--- config.mk ---
export PLATFORM = sky130hd
export DESIGN_NAME = mips_mem_arbiter_flat
export DESIGN_NICKNAME = d
export VERILOG_FILES = /design/src/rtl/mips_mem_arbiter_if.sv /design/src/rtl/mips_mem_arbiter.sv /design/src/flat_wrapper.sv
export SDC_FILE = /design/constraint.sdc
export NUM_CORES = 1
export LEC_CHECK = 0
export ABC_AREA = 1
export CORE_AREA = 5 5 131 95
export DETAILED_ROUTE_END_ITERATION = 10
export DIE_AREA = 0 0 136 100
export GPL_TIMING_DRIVEN = 0
export PLACE_DENSITY = 0.9
export SYNTH_ARGS = -nofsm -noshare
export SYNTH_HDL_FRONTEND = slang
export SYNTH_SLANG_ARGS = --single-unit
--- constraint.sdc ---
create_clock -name clk -period 1.7 [get_ports clk]
set_input_delay 0.17 -clock clk [delete_from_list [all_inputs] [get_ports clk]]
set_output_delay 0.17 -clock clk [all_outputs]
set_load 0.01 [all_outputs]
--- src/rtl/mips_mem_arbiter_if.sv ---
// rtl/mips_mem_arbiter_if.sv - IF/DM requester and memory-side bus of the mips_mem_arbiter
interface mips_mem_arbiter_if #(
    parameter int AW = 10,
    parameter int DW = 32
);
    logic          if_req;
    logic [AW-1:0] if_addr;
    logic          if_gnt;
    logic          if_rvalid;
    logic [DW-1:0] if_rdata;
    logic          flush;
    logic          dm_req;
    logic          dm_we;
    logic [AW-1:0] dm_addr;
    logic [DW-1:0] dm_wdata;
    logic          dm_gnt;
    logic          dm_done;
    logic [DW-1:0] dm_rdata;
    logic          err;
    logic          mem_req;
    logic          mem_we;
    logic [AW-1:0] mem_addr;
    logic [DW-1:0] mem_wdata;
    logic          mem_ack;
    logic [DW-1:0] mem_rdata;

    modport slave (
        input  if_req, if_addr, flush, dm_req, dm_we, dm_addr, dm_wdata, mem_ack, mem_rdata,
        output if_gnt, if_rvalid, if_rdata, dm_gnt, dm_done, dm_rdata, err,
               mem_req, mem_we, mem_addr, mem_wdata
    );

    modport master (
        output if_req, if_addr, flush, dm_req, dm_we, dm_addr, dm_wdata, mem_ack, mem_rdata,
        input  if_gnt, if_rvalid, if_rdata, dm_gnt, dm_done, dm_rdata, err,
               mem_req, mem_we, mem_addr, mem_wdata
    );
endinterface

--- src/rtl/mips_mem_arbiter.sv ---
// rtl/mips_mem_arbiter.sv - single-port memory arbiter for IF fetch and DM load/store
// Optional IF anti-starvation counter enabled by defining MIPS_ARB_STARVE_EN.
module mips_mem_arbiter #(
    parameter int AW         = 10,
    parameter int DW         = 32,
    parameter int TIMEOUT    = 16,
    parameter int STARVE_MAX = 4
) (
    input  logic             clk,
    input  logic             rst,
    mips_mem_arbiter_if.slave bus
);
    typedef enum logic {IDLE, ACCESS} state_t;
    localparam int TW = $clog2(TIMEOUT + 1);

    state_t        state, state_nx;
    logic          owner_dm, lat_we, flushed;
    logic [AW-1:0] lat_addr;
    logic [DW-1:0] lat_wdata;
    logic [TW-1:0] tmo_cnt;
    logic          if_rvalid_q, dm_done_q, err_q;
    logic [DW-1:0] if_rdata_q, dm_rdata_q;
    logic          grant_if, grant_dm, ack_done, tmo_done, if_cancel, starve_hit;

`ifdef MIPS_ARB_STARVE_EN
    localparam int SW = $clog2(STARVE_MAX + 1);
    logic [SW-1:0] starve_cnt;

    assign starve_hit = (starve_cnt == SW'(STARVE_MAX));

    always_ff @(posedge clk) begin
        if (rst)
            starve_cnt <= '0;
        else if (grant_if)
            starve_cnt <= '0;
        else if (grant_dm && bus.if_req && !starve_hit)
            starve_cnt <= starve_cnt + 1'b1;
    end
`else
    logic [31:0] starve_unused;
    assign starve_hit    = 1'b0;
    assign starve_unused = STARVE_MAX;
`endif

    always_comb begin
        state_nx = state;
        grant_if = 1'b0;
        grant_dm = 1'b0;
        ack_done = 1'b0;
        tmo_done = 1'b0;
        case (state)
            IDLE: begin
                if (!rst) begin
                    if (starve_hit && bus.if_req && !bus.flush) grant_if = 1'b1;
                    else if (bus.dm_req)                         grant_dm = 1'b1;
                    else if (bus.if_req && !bus.flush)           grant_if = 1'b1;
                    if (grant_if || grant_dm) state_nx = ACCESS;
                end
            end
            ACCESS: begin
                // an ack in the expiry cycle wins over the timeout
                if (bus.mem_ack)                          ack_done = 1'b1;
                else if (tmo_cnt == TW'(TIMEOUT - 1))     tmo_done = 1'b1;
                if (ack_done || tmo_done) state_nx = IDLE;
            end
            default: state_nx = IDLE;
        endcase
    end

    assign if_cancel = flushed | bus.flush;

    always_ff @(posedge clk) begin
        if (rst) begin
            state       <= IDLE;
            owner_dm    <= 1'b0;
            lat_we      <= 1'b0;
            lat_addr    <= '0;
            lat_wdata   <= '0;
            tmo_cnt     <= '0;
            flushed     <= 1'b0;
            if_rvalid_q <= 1'b0;
            dm_done_q   <= 1'b0;
            err_q       <= 1'b0;
            if_rdata_q  <= '0;
            dm_rdata_q  <= '0;
        end else begin
            state       <= state_nx;
            if_rvalid_q <= 1'b0;
            dm_done_q   <= 1'b0;
            err_q       <= 1'b0;
            if (grant_if || grant_dm) begin
                owner_dm  <= grant_dm;
                lat_we    <= grant_dm & bus.dm_we;
                lat_addr  <= grant_dm ? bus.dm_addr : bus.if_addr;
                lat_wdata <= bus.dm_wdata;
                tmo_cnt   <= '0;
                flushed   <= 1'b0;
            end
            if (state == ACCESS) begin
                tmo_cnt <= tmo_cnt + 1'b1;
                if (!owner_dm && bus.flush) flushed <= 1'b1;
            end
            if (ack_done || tmo_done) begin
                if (owner_dm) begin
                    dm_done_q <= 1'b1;
                    err_q     <= tmo_done;
                    if (ack_done && !lat_we) dm_rdata_q <= bus.mem_rdata;
                end else if (!if_cancel) begin
                    if_rvalid_q <= 1'b1;
                    err_q       <= tmo_done;
                    if (ack_done) if_rdata_q <= bus.mem_rdata;
                end
            end
        end
    end

    assign bus.if_gnt    = grant_if;
    assign bus.dm_gnt    = grant_dm;
    assign bus.if_rvalid = if_rvalid_q;
    assign bus.if_rdata  = if_rdata_q;
    assign bus.dm_done   = dm_done_q;
    assign bus.dm_rdata  = dm_rdata_q;
    assign bus.err       = err_q;
    assign bus.mem_req   = (state == ACCESS);
    assign bus.mem_we    = (state == ACCESS) & lat_we;
    assign bus.mem_addr  = lat_addr;
    assign bus.mem_wdata = lat_wdata;
endmodule

--- src/flat_wrapper.sv ---
// flat-port wrapper written by rule: the top's interface ports become plain ports
module mips_mem_arbiter_flat 
#(
    parameter int AW         = 10,
    parameter int DW         = 32,
    parameter int TIMEOUT    = 16,
    parameter int STARVE_MAX = 4
)
  (clk, rst, bus_if_req, bus_if_addr, bus_flush, bus_dm_req, bus_dm_we, bus_dm_addr, bus_dm_wdata, bus_mem_ack, bus_mem_rdata, bus_if_gnt, bus_if_rvalid, bus_if_rdata, bus_dm_gnt, bus_dm_done, bus_dm_rdata, bus_err, bus_mem_req, bus_mem_we, bus_mem_addr, bus_mem_wdata);
  mips_mem_arbiter_if #(.AW(AW), .DW(DW)) bus_i ();
  input  logic clk;
  input  logic rst;
  input wire logic [$bits(bus_i.if_req)-1:0] bus_if_req;
  input wire logic [$bits(bus_i.if_addr)-1:0] bus_if_addr;
  input wire logic [$bits(bus_i.flush)-1:0] bus_flush;
  input wire logic [$bits(bus_i.dm_req)-1:0] bus_dm_req;
  input wire logic [$bits(bus_i.dm_we)-1:0] bus_dm_we;
  input wire logic [$bits(bus_i.dm_addr)-1:0] bus_dm_addr;
  input wire logic [$bits(bus_i.dm_wdata)-1:0] bus_dm_wdata;
  input wire logic [$bits(bus_i.mem_ack)-1:0] bus_mem_ack;
  input wire logic [$bits(bus_i.mem_rdata)-1:0] bus_mem_rdata;
  output wire logic [$bits(bus_i.if_gnt)-1:0] bus_if_gnt;
  output wire logic [$bits(bus_i.if_rvalid)-1:0] bus_if_rvalid;
  output wire logic [$bits(bus_i.if_rdata)-1:0] bus_if_rdata;
  output wire logic [$bits(bus_i.dm_gnt)-1:0] bus_dm_gnt;
  output wire logic [$bits(bus_i.dm_done)-1:0] bus_dm_done;
  output wire logic [$bits(bus_i.dm_rdata)-1:0] bus_dm_rdata;
  output wire logic [$bits(bus_i.err)-1:0] bus_err;
  output wire logic [$bits(bus_i.mem_req)-1:0] bus_mem_req;
  output wire logic [$bits(bus_i.mem_we)-1:0] bus_mem_we;
  output wire logic [$bits(bus_i.mem_addr)-1:0] bus_mem_addr;
  output wire logic [$bits(bus_i.mem_wdata)-1:0] bus_mem_wdata;
  assign bus_i.if_req = bus_if_req;
  assign bus_i.if_addr = bus_if_addr;
  assign bus_i.flush = bus_flush;
  assign bus_i.dm_req = bus_dm_req;
  assign bus_i.dm_we = bus_dm_we;
  assign bus_i.dm_addr = bus_dm_addr;
  assign bus_i.dm_wdata = bus_dm_wdata;
  assign bus_i.mem_ack = bus_mem_ack;
  assign bus_i.mem_rdata = bus_mem_rdata;
  assign bus_if_gnt = bus_i.if_gnt;
  assign bus_if_rvalid = bus_i.if_rvalid;
  assign bus_if_rdata = bus_i.if_rdata;
  assign bus_dm_gnt = bus_i.dm_gnt;
  assign bus_dm_done = bus_i.dm_done;
  assign bus_dm_rdata = bus_i.dm_rdata;
  assign bus_err = bus_i.err;
  assign bus_mem_req = bus_i.mem_req;
  assign bus_mem_we = bus_i.mem_we;
  assign bus_mem_addr = bus_i.mem_addr;
  assign bus_mem_wdata = bus_i.mem_wdata;
  mips_mem_arbiter #(.AW(AW), .DW(DW), .TIMEOUT(TIMEOUT), .STARVE_MAX(STARVE_MAX)) u_core (.clk(clk), .rst(rst), .bus(bus_i));
endmodule
==> results of run 1 <==
==> final cells by class <==
| class | instances | area [µm²] | area share [%] |
|---|---|---|---|
| Inverter | 33 | 129 | 1.75 |
| Buffer | 42 | 254 | 3.44 |
| Multi-Input combinational cell | 391 | 1790 | 24.2 |
| Clock inverter | 12 | 176 | 2.39 |
| Clock buffer | 20 | 457 | 6.19 |
| Tap cell | 153 | 191 | 2.59 |
| Timing Repair Buffer | 203 | 2020 | 27.4 |
| Sequential cell | 118 | 2360 | 32.0 |
==> per-stage QoR <==
step | setup TNS, ps | util (%)
finish | 0 | 67.5
global route | 0 | 67.5
CTS | 0 | 67.6
detailed placement | -828 | 61.8
global placement | -649 | 61.8
floorplan | 0 | -
==> where the power goes <==
group | internal, W | switching [W]
sequential | 0.00292 | 0.0000802
combinational | 0.000593 | 0.000558
clock | 0.00253 | 0.00125
==> worst paths after layout <==
check,slack [ps],endpoint,cells past startpoint,from
worst max-delay path,140,bus_if_gnt,5,u_core.bus.mem_req$_SDFF_PP0_
worst min-delay path,390,u_core.bus.if_rdata[1]$_SDFFE_PP0P_,3,bus_mem_rdata[1]
worst max register to register,210,u_core.bus.if_rvalid$_SDFF_PP0_,8,u_core.tmo_cnt[0]$_SDFFE_PP0P_
worst min register to register,460,u_core.bus.if_rdata[9]$_SDFFE_PP0P_,2,u_core.bus.if_rdata[9]$_SDFFE_PP0P_
==> worst max-delay path: stages, from the launching register on <==
cell      delay, ps
dfxtp_1         320
buf_6           140
nor2_4          160
nand3_1         120
nor2_1          110
clkbuf_2        150
==> registers in the layout, indices dropped and copies added (netlist names) <==
name,flops
u_core.bus.mem_wdata,32
u_core.bus.dm_rdata,32
u_core.bus.if_rvalid,1
u_core.bus.dm_done,1
u_core.bus.mem_req,1
u_core.bus.mem_addr,10
u_core.flushed,1
u_core.lat_we,1
u_core.owner_dm,1
u_core.tmo_cnt,5
u_core.bus.err,1
u_core.bus.if_rdata,32
==> timing repair <==
item / in CTS / in global routing
resized for setup: 4 / 3
buffers inserted: 0 / 0
endpoints found under the setup margin: 3 / 2
gates cloned: 0 / 0
pin swaps: 0 / 0
==> synth_stat cells, drive strengths merged <==
library cell    n  area, µm²
nor2          136        528
dfxtp         118       2360
nand2          80        320
o21ai          78        390
a21oi          49        245
buf            34        224
inv            33        129
nand4          33        206
nand3          10       55.1
clkbuf          8       30.0
ha              2       25.0
nor3            1       5.00
o31ai           1       7.51
or2             1       6.26
==> cell families after synthesis <==
logic type	Yosys count	share of synthesized area, %
simple gates	261	24.7
buf+inv	75	8.44
compound gates	128	14.2
fa+ha+maj	2	0.552
flops	118	52.1
==> layer usage <==
| layer | vias up | part of all wire (%) |
|---|---|---|
| li1 | 2363 | - |
| met1 | 2198 | 43 |
| met2 | 225 | 46 |
| met3 | 12 | 10 |
| met4 | 0 | 0.63 |
| met5 | - | 0 |
==> flow_metrics.tcl, run 1 <==
set metrics [dict create \
    yosys_warnings 0 \
    final_cell_mix "clkdlybuf4s50_1 (200), nor2_1 (133), dfxtp_1 (118), nand2_1 (76), o21ai_0 (69)" \
    dr_total_vias 4798 \
    cts_tree "yes" \
    slew_headroom_pct 62.6 \
    fill_cells 915 \
    dp.cells 940 \
    placed_area_um2 6760 \
    via_per_inst 4.94 \
    p_per_area_nw_per_um2 1070 \
    ys_seq_area_share_pct 52.1 \
    ir_worst_vdd_v 0.000659 \
    area_growth_pct 62.7 \
    grt-busiest-layer "met2" \
    syn_inst 584 \
    synth_area_per_cell_um2 7.76 \
    clockRootBuffer "clkbuf_16" \
    cts.sinks 118 \
    rsz0062_at_grt "false" \
    setup_viol 0 \
    worstHoldPathType "input pin to flop" \
    mostFrequentLayoutCell "clkdlybuf4s50_1" \
    stdcell_area_um2 7380 \
    worst_slack_ps 139 \
    p_leak_nw 2.87 \
    worstSetupEndpointType "output pin" \
    worstMarginPinSlew_ps 561 \
    status "finished clean" \
    drive_gt1_share_pct 9.77 \
    fin_nets 899 \
    grt_overflow 0 \
    finalCritPeriodShare_pct 91.8 \
    globalRouteMet3Util_pct 7.72 \
    wl_um 15100 \
    grt_max_degree 17 \
    n_antenna_cell 0 \
    path_clk_slew_ps 60 \
    start_kind "flop" \
    gp_congestion 0.858 \
    holdWs_ps 387 \
    fp.dieH_um 100 \
    fp.dieW_um 136 \
    cts_made_buffers 17 \
    ys_ff_latch 118 \
    drt-pass1-iter-count 4 \
    drc_errors 0 \
    start_util_pct 41.5 \
    synth_fp_nets 677 \
    grt_usage_pct 21.7 \
    portBuffers 203 \
    required_ps 1530 \
    cts.hold.buffers_added 0 \
    cap_violations 0 \
    h-tree-depth 4 \
    clk_path_buf_depth 2 \
    layout_min_cycle_time_ps 1560 \
    use_met1_pct 27.4 \
    finClkSkew_ps 6.12 \
    hpwl_um 11300 \
    num_io_pins 204 \
    place_ws_ps -170 \
    cp.arrival_ps 1390 \
    clock_latency_ps 400 \
    met2_usage_pct 35.3 \
    finalPower_w 0.00793 \
    avgRoutedWirePerCell_um 15.5 \
    cp_max_fo 10 \
    fmax_mhz 641 \
    row_count 32 \
    die_area_um2 13600 \
    ys_types 25 \
    finalHoldViolations 0 \
    critical_path_class "flop to output pin" \
    ant_nets 0 \
    slew_violations 0 \
    syn-cell-area_um2 4530 \
    grt_pass1_vias 4555 \
    instances_no_fill 972 \
    grt_pass1_wl_um 23100 \
    drt_iter0_drc 258 \
    antenna_found_initial 0 \
    core_um2 10900 \
]
Power figures use the tool's default switching activity.
==> inputs of run 2 (changes only) <==
- CORE_AREA: 5 5 131 95 -> 5 5 137 100
- DIE_AREA: 0 0 136 100 -> 0 0 142 105
- MAX_ROUTING_LAYER: not set -> met4
- PLACE_DENSITY: 0.9 -> 0.86
- clock period: 1.7 -> 1.4 ns (I/O delays scaled with it)
==> run 2 against run 1 <==
The run now ends with setup timing left; register-to-register slack worse by 190 ps; clock power is 18% higher; first-iteration DRC count is 13% higher; highest routed layer unchanged; total power is 19% higher; global-route usage is 0.38 points lower; clock skew is 3.0 ps higher; combinational power is 17% higher; largest power group unchanged; count of clock-buffer cells in the layout is 2 lower.
==> flow_metrics.tcl, run 2 (same netlist as run 1, synthesis figures left out) <==
set metrics [dict create \
    fmax_mhz 713 \
    worstHoldStart "bus_dm_we" \
    reg2reg_from "u_core.tmo_cnt[1]$_SDFFE_PP0P_" \
    finalSetupTns_ps -2.58 \
    drive_gt1_share_pct 13.7 \
    rsz0062_at_grt "true" \
    path_clk_slew_ps 50 \
    power.net_switching_w 0.00245 \
    layout_min_cycle_time_ps 1400 \
    holdPathEnd "u_core.lat_we$_SDFFE_PP0P_" \
    core_um2 12200 \
    hold_path_depth 3 \
    internal_power_w 0.00700 \
    setup_viol 1 \
    hpwl_um 11700 \
    num_io_pins 204 \
    area_growth_pct 64.4 \
    grt_max_degree 17 \
    clk_path_buf_depth 2 \
    grt_overflow 0 \
    fin_nets 915 \
    grt_usage_pct 21.3 \
    reg2reg_setup_slack_ps 20 \
    p_comb_share_pct 14.3 \
    drc_errors 0 \
    wl_um 15900 \
    grt-busiest-layer "met2" \
    clock_latency_ps 410 \
    dr_total_vias 4833 \
    place_ws_ps -406 \
    grt_pass1_vias 4648 \
    power.share.clock_pct 47.2 \
    cts.sinks 118 \
    use_met1_pct 26.2 \
    via_per_inst 4.85 \
    violations "setup timing" \
    fp.dieH_um 105 \
    post-route-util_pct 61.3 \
    grt_pass1_wl_um 24500 \
    finalHoldViolations 0 \
    worstMarginPinSlew_ps 600 \
    cp.arrival_ps 1260 \
    mostFrequentLayoutCell "nor2_1" \
    cp_max_fo 6 \
    clockRootBuffer "clkbuf_16" \
    status "complete, but fails checks" \
    worstHoldPathType "input pin to flop" \
    slew_headroom_pct 60.0 \
    portBuffers 203 \
    die_area_um2 14900 \
    cts_tree "yes" \
    drt_iter0_drc 292 \
    finalCritPeriodShare_pct 100 \
    ir_worst_vdd_v 0.00109 \
    required_ps 1260 \
    worstSetupEndpointType "output pin" \
    power_frac_seq_pct 38.5 \
    worst_slack_ps -2.58 \
    final_cell_mix "nor2_1 (132), dfxtp_1 (114), dlygate4sd2_1 (110), clkdlybuf4s50_1 (90), nand2_1 (74)" \
    instances_no_fill 997 \
    antenna_found_initial 0 \
    p_leak_nw 3.44 \
    fp.dieW_um 142 \
    cts_made_buffers 17 \
    avgRoutedWirePerCell_um 16.0 \
    row_count 34 \
    globalRouteMet3Util_pct 6.67 \
    dp.cells 949 \
    finClkSkew_ps 9.12 \
    slew_violations 0 \
    drt-pass1-iter-count 4 \
    n_antenna_cell 0 \
    critical_path_class "flop to output pin" \
    start_kind "flop" \
    met2_usage_pct 33.8 \
    rr_worst_depth 6 \
    p_per_area_nw_per_um2 1270 \
    cap_violations 0 \
    p_sw_share_pct 25.9 \
    start_util_pct 37.3 \
    fill_cells 1117 \
    h-tree-depth 4 \
    r2r-end "u_core.tmo_cnt[4]$_SDFFE_PP0P_" \
    ant_nets 0 \
    gp_congestion 0.842 \
]
-- run 2: cell types whose count changed in the layout (fill, tap and decap cells not counted), moves of 3 or more --
| cell | change |
|---|---|
| dlygate4sd2_1 | +109 |
| o21ai_0 | -9 |
| buf_2 | -6 |
| clkdlybuf4s50_1 | -110 |
| dfxtp_2 | +3 |
| inv_6 | +4 |
| dfxtp_1 | -4 |
| clkbuf_4 | +3 |
| buf_4 | +19 |
| o21ai_1 | +7 |
-- run 2: final cells by class --
| class | count | area [µm²] | share of cell area (%) |
|---|---|---|---|
| Inverter | 33 | 131 | 1.76 |
| Clock buffer | 18 | 429 | 5.76 |
| Buffer | 41 | 268 | 3.59 |
| Tap cell | 162 | 203 | 2.72 |
| Sequential cell | 118 | 2370 | 31.8 |
| Timing Repair Buffer | 220 | 2020 | 27.1 |
| Clock inverter | 14 | 175 | 2.35 |
| Multi-Input combinational cell | 391 | 1860 | 24.9 |
-- run 2: what timing repair did --
action | CTS | global route
setup buffers | 15 | 3
endpoints found under the setup margin | 115 | 90
hold buffers | 0 | 0
pin swaps | 3 | 5
gates resized for setup | 130 | 38
-- run 2: worst max-delay path by stage --
stage,start,to,depth (start not counted)
2_1_floorplan,u_core.tmo_cnt[0]$_SDFFE_PP0P_,u_core.tmo_cnt[4]$_SDFFE_PP0P_,6
3_3_place_gp,rst,bus_if_gnt,5
3_5_place_dp,rst,bus_if_gnt,5
4_1_cts,u_core.bus.mem_req$_SDFF_PP0_,bus_if_gnt,5
5_1_grt,u_core.bus.mem_req$_SDFF_PP0_,bus_if_gnt,4
6_report,u_core.bus.mem_req$_SDFF_PP0_,bus_dm_gnt,5
-- run 2: per-layer routing --
metal	part of all wire [%]	up-vias
li1	-	2392
met1	44	2215
met2	47	204
met3	7.9	22
met4	1.2	0
met5	0	-
-- run 2: through the flow --
step	area, µm²	power (W)	hold WS, ps
CTS	7360	0.00950	325
detailed placement	6770	0.00512	452
floorplan	4530	0.00432	241
global placement	6770	0.00508	447
finish	7450	0.00946	335
global route	7450	0.00986	328
-- run 2: critical path, stage by stage (launching register included) --
cell and delay, ps:
dfxtp_4 370, nor2_4 140, buf_4 140, nand2_4 50, inv_2 60, buf_6 90
-- run 2: power by group through the flow --
| stage | sequential, W | combinational [W] | clock, W |
|---|---|---|---|
| after floorplan | 0.00378 | 0.000540 | 0 |
| after global placement | 0.00370 | 0.00138 | 0 |
| after global routing | 0.00366 | 0.00148 | 0.00473 |
| after detailed placement | 0.00371 | 0.00141 | 0 |
| final | 0.00364 | 0.00135 | 0.00447 |
| after CTS | 0.00363 | 0.00134 | 0.00453 |
==> inputs of run 3 (changes only) <==
- SKIP_LAST_GASP: not set -> 1
==> run 3 against run 2 <==
The run still ends with setup timing left; total power is 0.12% lower; routed wire length is 0.41% lower; final cell count is 0.10% lower; via count is 0.31% lower; clock power hardly changed; largest power group unchanged.
==> flow_metrics.tcl, run 3 (same netlist as run 1, synthesis figures left out) <==
set metrics [dict create \
    reg2reg_setup_slack_ps 20 \
    slew_headroom_pct 59.0 \
    dr_total_vias 4818 \
    antenna_found_initial 0 \
    cp_top_family "flip-flops" \
    dp.cells 949 \
    portBuffers 203 \
    worstMarginPinSlew_ps 614 \
    worstHoldPathType "input pin to flop" \
    final_cell_mix "nor2_1 (132), dfxtp_1 (114), dlygate4sd2_1 (110), clkdlybuf4s50_1 (90), nand2_1 (74)" \
    cts.hold.buffers_added 0 \
    start_util_pct 37.3 \
    finalCritPeriodShare_pct 102 \
    cp.buffers_inverters 1 \
    fill_cells 1124 \
    drt_iter0_drc 274 \
    layout_min_cycle_time_ps 1420 \
    setup_viol 1 \
    p_leak_nw 3.43 \
    fp.dieW_um 142 \
    stdcell_area_um2 7440 \
    row_count 34 \
    h-tree-depth 4 \
    grt_pass1_wl_um 24500 \
    wl_um 15900 \
    instances_no_fill 996 \
    worstHoldStart "bus_dm_we" \
    p_per_area_nw_per_um2 1270 \
    wl_met3_um 1350 \
    drt-pass1-iter-count 5 \
    via_per_inst 4.84 \
    mostFrequentLayoutCell "nor2_1" \
    path_clk_slew_ps 50 \
    post-route-util_pct 61.1 \
    hpwl_um 11700 \
    r2r-end "u_core.tmo_cnt[4]$_SDFFE_PP0P_" \
    place_ws_ps -406 \
    cp.arrival_ps 1280 \
    fmax_mhz 703 \
    worst_slack_ps -22.8 \
    core_um2 12200 \
    grt_usage_pct 21.3 \
    max_stage_delay_ps 370 \
    hold_path_depth 3 \
    worstSetupEndpointType "output pin" \
    num_io_pins 204 \
    cts_made_buffers 17 \
    cap_violations 0 \
    seqCellArea_um2 2370 \
    crit_chain "nor2_4 -> nand3_2 -> nor2_1 -> buf_2" \
    n_antenna_cell 0 \
    area_growth_pct 64.0 \
    cts_tree "yes" \
    violations "setup timing" \
    finClkSkew_ps 9.69 \
    critPathSlowestCell "dfxtp_4" \
    multi_input_area_um2 1850 \
    rsz0062_at_grt "true" \
    fin_nets 914 \
    start_kind "flop" \
    grt_max_degree 17 \
    grt_pass1_vias 4638 \
    status "complete, but fails checks" \
    clockRootBuffer "clkbuf_16" \
    required_ps 1260 \
    grt_overflow 0 \
    cp_max_fo 6 \
    cts.sinks 118 \
    drt-met1-wl_um 6810 \
    finalPower_w 0.00944 \
    gp_congestion 0.842 \
    placed_area_um2 6770 \
    clk_path_buf_depth 2 \
    slew_violations 0 \
    fp.dieH_um 105 \
    met2_length_um 7500 \
    drive_gt1_share_pct 13.3 \
    reg2reg_from "u_core.tmo_cnt[1]$_SDFFE_PP0P_" \
    critical_path_class "flop to output pin" \
    rr_worst_depth 6 \
    clock_latency_ps 410 \
    route.top_layer_used "met4" \
    die_area_um2 14900 \
    ir_worst_vdd_v 0.00109 \
    holdPathEnd "u_core.lat_we$_SDFFE_PP0P_" \
    ant_nets 0 \
    finalHoldViolations 0 \
    avgRoutedWirePerCell_um 15.9 \
    drc_errors 0 \
]
## run 3: layout make-up
cell class	count	share of cell area, %
tap	162	2.72
timing repair buffer	219	27.1
clock buffer	18	5.77
buffer	41	3.58
multi-input combinational	391	24.9
inverter	33	1.77
sequential	118	31.9
clock inverter	14	2.35
## run 3: timing repair
item                                    4_1_cts  5_1_grt
endpoints found under the setup margin      115       91
buffers inserted                             15        2
pin swaps                                     3        5
gates resized for setup                     128       38
## run 3: layer usage
| metal | up-vias | GRT usage [%] |
|---|---|---|
| li1 | 2390 | - |
| met1 | 2200 | 26.2 |
| met2 | 204 | 33.8 |
| met3 | 24 | 6.67 |
| met4 | 0 | 5.96 |
| met5 | - | - |
## run 3: worst max path at each step
stage | from | end | cells past startpoint | slack, ps
CTS | u_core.bus.mem_req$_SDFF_PP0_ | bus_if_gnt | 5 | -80
finish | u_core.bus.mem_req$_SDFF_PP0_ | bus_if_gnt | 4 | -20
detailed placement | rst | bus_if_gnt | 5 | -410
floorplan | u_core.tmo_cnt[0]$_SDFFE_PP0P_ | u_core.tmo_cnt[4]$_SDFFE_PP0P_ | 6 | 50
global placement | rst | bus_if_gnt | 5 | -400
global route | u_core.bus.mem_req$_SDFF_PP0_ | bus_if_gnt | 4 | -100
## run 3: tightest hold or removal path, delay by kind of cell
family | cells | cell delay, ps
simple gates | 1 | 100
buf+inv | 1 | 400
compound gates | 1 | 70
## run 3: per-stage QoR
step / hold slack (ps) / TNS [ps]
4_1_cts: 325 / -135
5_1_grt: 328 / -111
3_3_place_gp: 447 / -21240
2_1_floorplan: 241 / 0
6_report: 336 / -22.8
3_5_place_dp: 452 / -24060
## run 3: where the power goes
part           leakage [nW]  total (W)  switching (W)  internal [W]
sequential            0.964    0.00364      0.0000958       0.00354
combinational          2.18    0.00134       0.000700      0.000644
clock                 0.287    0.00446        0.00165       0.00282
total                  3.43    0.00944        0.00244       0.00700
